**src/rtl/uart_tx_baud.sv**
```systemverilog
// UART transmitter clocked by a 1x baud strobe from the clock divider.
// Frame: start bit, DATA_BITS data bits LSB-first, optional parity, STOP_BITS stop bits.
module uart_tx_baud #(
    parameter int unsigned DATA_BITS = 8,
    parameter int unsigned PARITY    = 0,
    parameter int unsigned STOP_BITS = 1
) (
    input  logic                 clk_i,
    input  logic                 reset,
    input  logic                 baud_clk_i,
    input  logic [DATA_BITS-1:0] data_i,
    input  logic                 valid_i,
    output logic                 ready_o,
    output logic                 tx_o,
    output logic                 busy_o
);

    if (DATA_BITS < 5 || DATA_BITS > 9) begin : g_bad_data_bits
        $error("uart_tx_baud: DATA_BITS must be in 5..9");
    end
    if (PARITY > 2) begin : g_bad_parity
        $error("uart_tx_baud: PARITY must be 0 (none), 1 (odd) or 2 (even)");
    end
    if (STOP_BITS < 1 || STOP_BITS > 2) begin : g_bad_stop_bits
        $error("uart_tx_baud: STOP_BITS must be 1 or 2");
    end

    localparam logic [3:0] LAST_IDX   = 4'(DATA_BITS - 1);
    localparam logic       LAST_STOP  = 1'(STOP_BITS - 1);
    localparam bit         HAS_PARITY = (PARITY != 0);
    localparam bit         ODD_PARITY = (PARITY == 1);

    typedef enum logic [2:0] {
        S_IDLE,
        S_ARMED,
        S_START,
        S_DATA,
        S_PARITY,
        S_STOP
    } state_t;

    state_t               state;
    logic                 baud_q;
    logic                 tick;
    logic                 parity_bit;
    logic                 stop_cnt;
    logic [3:0]           bit_idx;
    logic [DATA_BITS-1:0] shift;

    // Same clock domain as the divider, so a plain edge detect is enough.
    always_comb begin
        tick = baud_clk_i & ~baud_q;
    end

    always_comb begin
        ready_o = (state == S_IDLE);
        busy_o  = (state != S_IDLE);
    end

    // tx_o is updated together with the state so each bit starts on the edge ending a tick cycle.
    always_ff @(posedge clk_i or posedge reset) begin
        if (reset) begin
            state      <= S_IDLE;
            tx_o       <= 1'b1;
            baud_q     <= 1'b0;
            shift      <= '0;
            bit_idx    <= '0;
            stop_cnt   <= 1'b0;
            parity_bit <= 1'b0;
        end else begin
            baud_q <= baud_clk_i;
            case (state)
                S_IDLE: begin
                    tx_o <= 1'b1;
                    if (valid_i) begin
                        shift      <= data_i;
                        parity_bit <= ODD_PARITY ? ~^data_i : ^data_i;
                        state      <= S_ARMED;
                    end
                end
                S_ARMED: begin
                    if (tick) begin
                        tx_o  <= 1'b0;
                        state <= S_START;
                    end
                end
                S_START: begin
                    if (tick) begin
                        tx_o    <= shift[0];
                        bit_idx <= '0;
                        state   <= S_DATA;
                    end
                end
                S_DATA: begin
                    if (tick) begin
                        if (bit_idx == LAST_IDX) begin
                            if (HAS_PARITY) begin
                                tx_o  <= parity_bit;
                                state <= S_PARITY;
                            end else begin
                                tx_o     <= 1'b1;
                                stop_cnt <= 1'b0;
                                state    <= S_STOP;
                            end
                        end else begin
                            shift   <= {1'b0, shift[DATA_BITS-1:1]};
                            tx_o    <= shift[1];
                            bit_idx <= bit_idx + 4'd1;
                        end
                    end
                end
                S_PARITY: begin
                    if (tick) begin
                        tx_o     <= 1'b1;
                        stop_cnt <= 1'b0;
                        state    <= S_STOP;
                    end
                end
                S_STOP: begin
                    tx_o <= 1'b1;
                    if (tick) begin
                        if (stop_cnt == LAST_STOP) begin
                            state <= S_IDLE;
                        end else begin
                            stop_cnt <= stop_cnt + 1'b1;
                        end
                    end
                end
                default: begin
                    tx_o  <= 1'b1;
                    state <= S_IDLE;
                end
            endcase
        end
    end

endmodule
```
**config.mk**
```make
export PLATFORM = sky130hd
export DESIGN_NAME = uart_tx_baud
export DESIGN_NICKNAME = d
export VERILOG_FILES = /design/src/rtl/uart_tx_baud.sv
export SDC_FILE = /design/constraint.sdc
export NUM_CORES = 1
export LEC_CHECK = 0
export ABC_AREA = 0
export CORE_MARGIN = 2
export CORE_UTILIZATION = 50
export CTS_CLUSTER_DIAMETER = 30
export DETAILED_ROUTE_END_ITERATION = 8
export PLACE_DENSITY = 0.71
export SLEW_MARGIN = 40
export SYNTH_ARGS = -nofsm -noshare
export SYNTH_HDL_FRONTEND = slang
export SYNTH_SLANG_ARGS = --single-unit
```
**constraint.sdc**
```tcl
create_clock -name clk_i -period 2 [get_ports clk_i]
set_clock_uncertainty 0.05 [all_clocks]
set_input_delay 0.2 -clock clk_i [delete_from_list [all_inputs] [get_ports clk_i]]
set_output_delay 0.2 -clock clk_i [all_outputs]
set_load 0.01 [all_outputs]
```
==> results of run 1 <==
## stage by stage
step | std cells | util [%] | setup WS [ns]
global placement | 124 | 64.3 | 0.213
floorplan | 83 | - | 0.166
global route | 130 | 66.9 | 0.107
finish | 130 | 66.9 | 0.162
CTS | 129 | 66.2 | 0.00987
detailed placement | 124 | 64.3 | 0.187
## flip-flops by register name, indices dropped and copies added, names as in the netlist
register and count:
shift 8, bit_idx 4, state 3, baud_q 1
tx_o 1
## layout make-up
| cell class | count | area [sq um] | area share (%) |
|---|---|---|---|
| inverters | 6 | 22.5 | 1.89 |
| well taps | 25 | 31.3 | 2.62 |
| flip-flops and latches | 17 | 429 | 36.0 |
| multi-input cells | 56 | 480 | 40.3 |
| clock buffers | 4 | 26.3 | 2.20 |
| repair buffers | 22 | 203 | 17.0 |
## worst min-delay path by stage
stage          startpoint          to  slack (ns)  depth (start not counted)
2_1_floorplan       reset      baud_q        0.08                          1
3_3_place_gp     shift[5]    shift[5]        0.44                          1
3_5_place_dp     shift[6]    shift[6]        0.44                          1
4_1_cts             reset    state[1]        0.25                          2
5_1_grt             reset    shift[2]        0.28                          2
6_report            reset  bit_idx[2]        0.23                          2
## logic make-up (layout without fill, tap and decap cells)
family | count (synthesis) | count (layout) | synth area share (%)
fa+ha+maj | 1 | 1 | 1.29
flops | 17 | 17 | 44.0
simple gates | 21 | 21 | 14.3
buf+inv | 10 | 32 | 6.45
mux | 13 | 13 | 17.8
compound gates | 20 | 20 | 15.2
xor+xnor | 1 | 1 | 0.903
## per-layer routing
layer	track usage (%)	up-vias	routed length, microns
li1	-	346	-
met1	24.9	340	831
met2	28.8	9	949
met3	4.53	2	37
met4	8.11	0	12
met5	0	-	0
## power by group
group          internal (W)  switching (W)
registers          0.000497      0.0000946
clock network     0.0000775       0.000107
logic              0.000553       0.000394
total               0.00113       0.000596
## cell usage in the layout (no fill, tap or decap), types with 2 or more instances in the layout
cell and n:
inv_1 5, clkdlybuf4s50_1 13, dfrtp_2 2, nand2b_1 2
mux2_4 7, dfrtp_1 14, nand3_1 5, nand2_1 5
clkbuf_4 3, o21ai_0 4, mux2_1 2, a21oi_1 4
mux2_2 4, o21bai_1 2, buf_4 8
## timing repair
item / in CTS / in global routing
gates resized for setup: 1 / 2
cloned: 0 / 0
setup endpoints to repair: 1 / 1
buffers inserted: 1 / 1
==> out/metrics.yaml, run 1 <==
status: "complete, no violations"
avgSynthCellArea_sq_um: 11.7
clk_latency_ns: 0.29
htreeDepth: 1
crit_path_end_kind: "output pin"
start_util_pct: 54.4
critical_path_class: "register to output pin"
routabilityCongestion: 0.808
crit_buf_inv: 1
io_buffer_count: 14
cp.required_ns: 1.75
path_cells: "or3_4 > clkdlybuf4s50_1"
clockBufferDepth: 2
cts.sinks: 17
ioPinCount: 15
setup_viol: 0
ant_nets: 0
irDropWorstVdd_mv: 0.814
finalCritPeriodShare_pct: 91.9
start_kind: "register"
dieArea_sq_um: 2310
drv_slew: 0
dpl-instance-area_sq_um: 1150
yosys_warnings: 0
hpwl_microns: 1390
gr-total-overflow: 0
syn_nets: 96
track_usage_pct: 18.7
fillCellCount: 152
antenna_found_initial: 0
path_clk_slew_ns: 0.10
grt_pass1_wl_microns: 2850
rsz0062_at_grt: "false"
via_per_inst: 5.36
numCtsBuffers: 3
relSlewSlack_pct: 58.5
ys.flop_type: "dfrtp_1"
period_needed_ns: 1.84
async_flop_share_pct: 100
syn_area_sq_um: 970
wire_per_inst_microns: 14.1
hold_viol: 0
synth_cell_type_count: 38
synth_cells: 83
cap_violations: 0
worstMarginPinSlew_ns: 0.623
power-per-cell-area_nw_per_um2: 1450
worstPathArrival_ns: 1.59
vias: 697
crit_path_max_incr_delay_ns: 0.49
finalPower_w: 0.00172
drt_first_pass_iters: 4
synth_commonest_cells: "dfrtp_1 (16), mux2_4 (7), inv_1 (5), nand2_1 (5), nand3_1 (5)"
final_nets: 119
leakage_nw: 0.537
ctsHoldBuffers: 0
yosys.cell_count.top_type: "dfrtp_1"
drtIter0Drc: 6
cp_slowest_cell: "clkdlybuf4s50_1"
final_area_sq_um: 1190
crit_end: "busy_o"
core_area_sq_um: 1780
synthTopCellsByArea: "dfrtp_1 (41%), mux2_4 (11%), mux2_2 (4.6%), dfstp_2 (2.7%), nand3_1 (2.6%)"
regToRegEndpoint: "shift[5]"
synth_seq_area_share_pct: 44.0
r2r_start: "state[2]"
synthToLayoutAreaGrowth_pct: 23.0
die_y_microns: 48.0
remaining_drc_errors: 0
antenna_cells: 0
totalWireLength_microns: 1830
die_x_microns: 48.0
synth_top_area_share_pct: 41.3
tns_ns: 0
synth_edf_count: 0
grt_max_degree: 18
rr_worst_depth: 5
r2r_setup_slack_ns: 0.27
crit_family: "buffers and inverters"
critPathLaunch: "state[2]"
ys_ff_latch: 17
crit_cells: 2
yosysTopAreaCell: "dfrtp_1"
max_clock_freq_mhz: 544
root_buffer: "clkbuf_4"
critPathMaxFanout: 3
hold_class: "input port to asynchronous set/reset pin"
rows: 15
hold_ws_ns: 0.227
cts_tree: "yes"
drive_gt1_share_pct: 31.4
grt_pass1_vias: 644
(Power assumes the default switching activity.)
==> inputs of run 2 (changes only) <==
CTS_BUF_LIST = sky130_fd_sc_hd__clkbuf_16   (was default)
==> run 2 against run 1 <==
- flip-flop and latch count unchanged
- clock power up 110%
- power is 12% higher
- routed wire length rose by 5.2%
- global-route usage rose by 0.58 points
- die area is the same
- critical path depth grew 1
==> out/metrics.yaml, run 2 (synthesis results as in run 1) <==
start_util_pct: 54.4
hold_viol: 0
met2_length_microns: 1020
finalPower_w: 0.00193
clockBufferDepth: 2
cap_violations: 0
ctsHoldBuffers: 0
critical_path_class: "register to output pin"
largest_reg_flops: 8
remaining_drc_errors: 0
irDropWorstVdd_mv: 0.929
routabilityCongestion: 0.808
routedLengthMet1_microns: 858
relSlewSlack_pct: 58.3
largestRegisters: "shift x8, bit_idx x4, state x3"
wire_per_inst_microns: 14.9
cts_tree: "yes"
crit_path_end_kind: "output pin"
hpwl_microns: 1390
io_buffer_count: 14
gr-total-overflow: 0
tns_ns: 0
track_usage_pct: 19.3
hold_class: "input port to asynchronous set/reset pin"
drt_first_pass_iters: 4
rows: 15
finalCritPeriodShare_pct: 98.1
max_clock_freq_mhz: 510
drv_slew: 0
die_x_microns: 48.0
antenna_found_initial: 0
start_kind: "register"
core_area_sq_um: 1780
via_per_inst: 5.36
grt_pass1_vias: 653
fillCellCount: 139
synthToLayoutAreaGrowth_pct: 27.2
final_cell_mix: "dfrtp_1 (15), clkdlybuf4s50_1 (14), mux2_4 (7), buf_4 (7), inv_1 (6)"
numCtsBuffers: 3
critPathMaxFanout: 8
path_clk_slew_ns: 0.05
route.met3.wl_microns: 40
rsz0062_at_grt: "false"
grt_pass1_wl_microns: 2950
drive_gt1_share_pct: 29.8
status: "complete, no violations"
leakage_nw: 0.543
totalWireLength_microns: 1930
worstPathArrival_ns: 1.71
power-per-cell-area_nw_per_um2: 1560
final_common_cell: "dfrtp_1"
grt_max_degree: 18
period_needed_ns: 1.96
cts.sinks: 17
vias: 691
die_y_microns: 48.0
dieArea_sq_um: 2310
ant_nets: 0
setup_viol: 0
final_nets: 118
top_register: "shift"
ioPinCount: 15
antenna_cells: 0
root_buffer: "clkbuf_16"
cp.required_ns: 1.75
htreeDepth: 1
worstMarginPinSlew_ns: 0.624
top_layer_used: "met4"
clk_latency_ns: 0.25
drtIter0Drc: 10
[run 2: worst paths after layout]
kind                       startpoint         end  slack (ns)  depth (start not counted)
setup / recovery             state[2]     ready_o        0.04                          3
hold / removal                  reset  bit_idx[2]        0.28                          2
setup reg to reg             state[2]    shift[5]        0.21                          5
hold reg to reg              shift[4]    shift[4]        0.46                          1
max in group asynchronous       reset    state[2]        1.18                          2
min in group clk_i         baud_clk_i      baud_q        0.40                          1
[run 2: metrics by stage]
step	cell area, sq um	hold WS, ns	util (%)	std cells	setup WS [ns]
detailed placement	1150	0.442	64.3	124	0.187
global placement	1150	0.441	64.3	124	0.213
floorplan	970	0.0753	-	83	0.166
global route	1230	0.346	69.2	129	0.00203
CTS	1220	0.309	68.7	128	0.00545
finish	1230	0.281	69.2	129	0.0387
[run 2: layout make-up]
| type | instances | area (sq um) | share of cell area (%) |
|---|---|---|---|
| Clock inverter | 1 | 3.75 | 0.304 |
| Inverter | 6 | 22.5 | 1.83 |
| Multi-Input combinational cell | 56 | 480 | 38.9 |
| Clock buffer | 3 | 75.1 | 6.09 |
| Sequential cell | 17 | 428 | 34.7 |
| Timing Repair Buffer | 21 | 193 | 15.6 |
| Tap cell | 25 | 31.3 | 2.54 |
[run 2: critical path: stages (launching register included)]
cell             delay [ns]
dfrtp_2                0.45
or3_4                  0.42
inv_2                  0.07
clkdlybuf4s50_1        0.52
[run 2: repair_timing]
item,CTS,global route
setup endpoints to repair,0,1
gates resized for setup,0,1
endpoints found under the hold margin,0,0
setup buffers,0,1
[run 2: layer usage]
metal | vias to the layer above | global-route usage [%]
li1 | 342 | -
met1 | 338 | 24.8
met2 | 9 | 31.7
met3 | 2 | 3.40
met4 | 0 | 8.11
met5 | - | 0
[run 2: power by group]
group          internal [W]  total [W]  switching [W]
Combinational      0.000541   0.000923       0.000382
Sequential         0.000497   0.000610       0.000113
Clock              0.000265   0.000395       0.000130
Total               0.00130    0.00193       0.000625
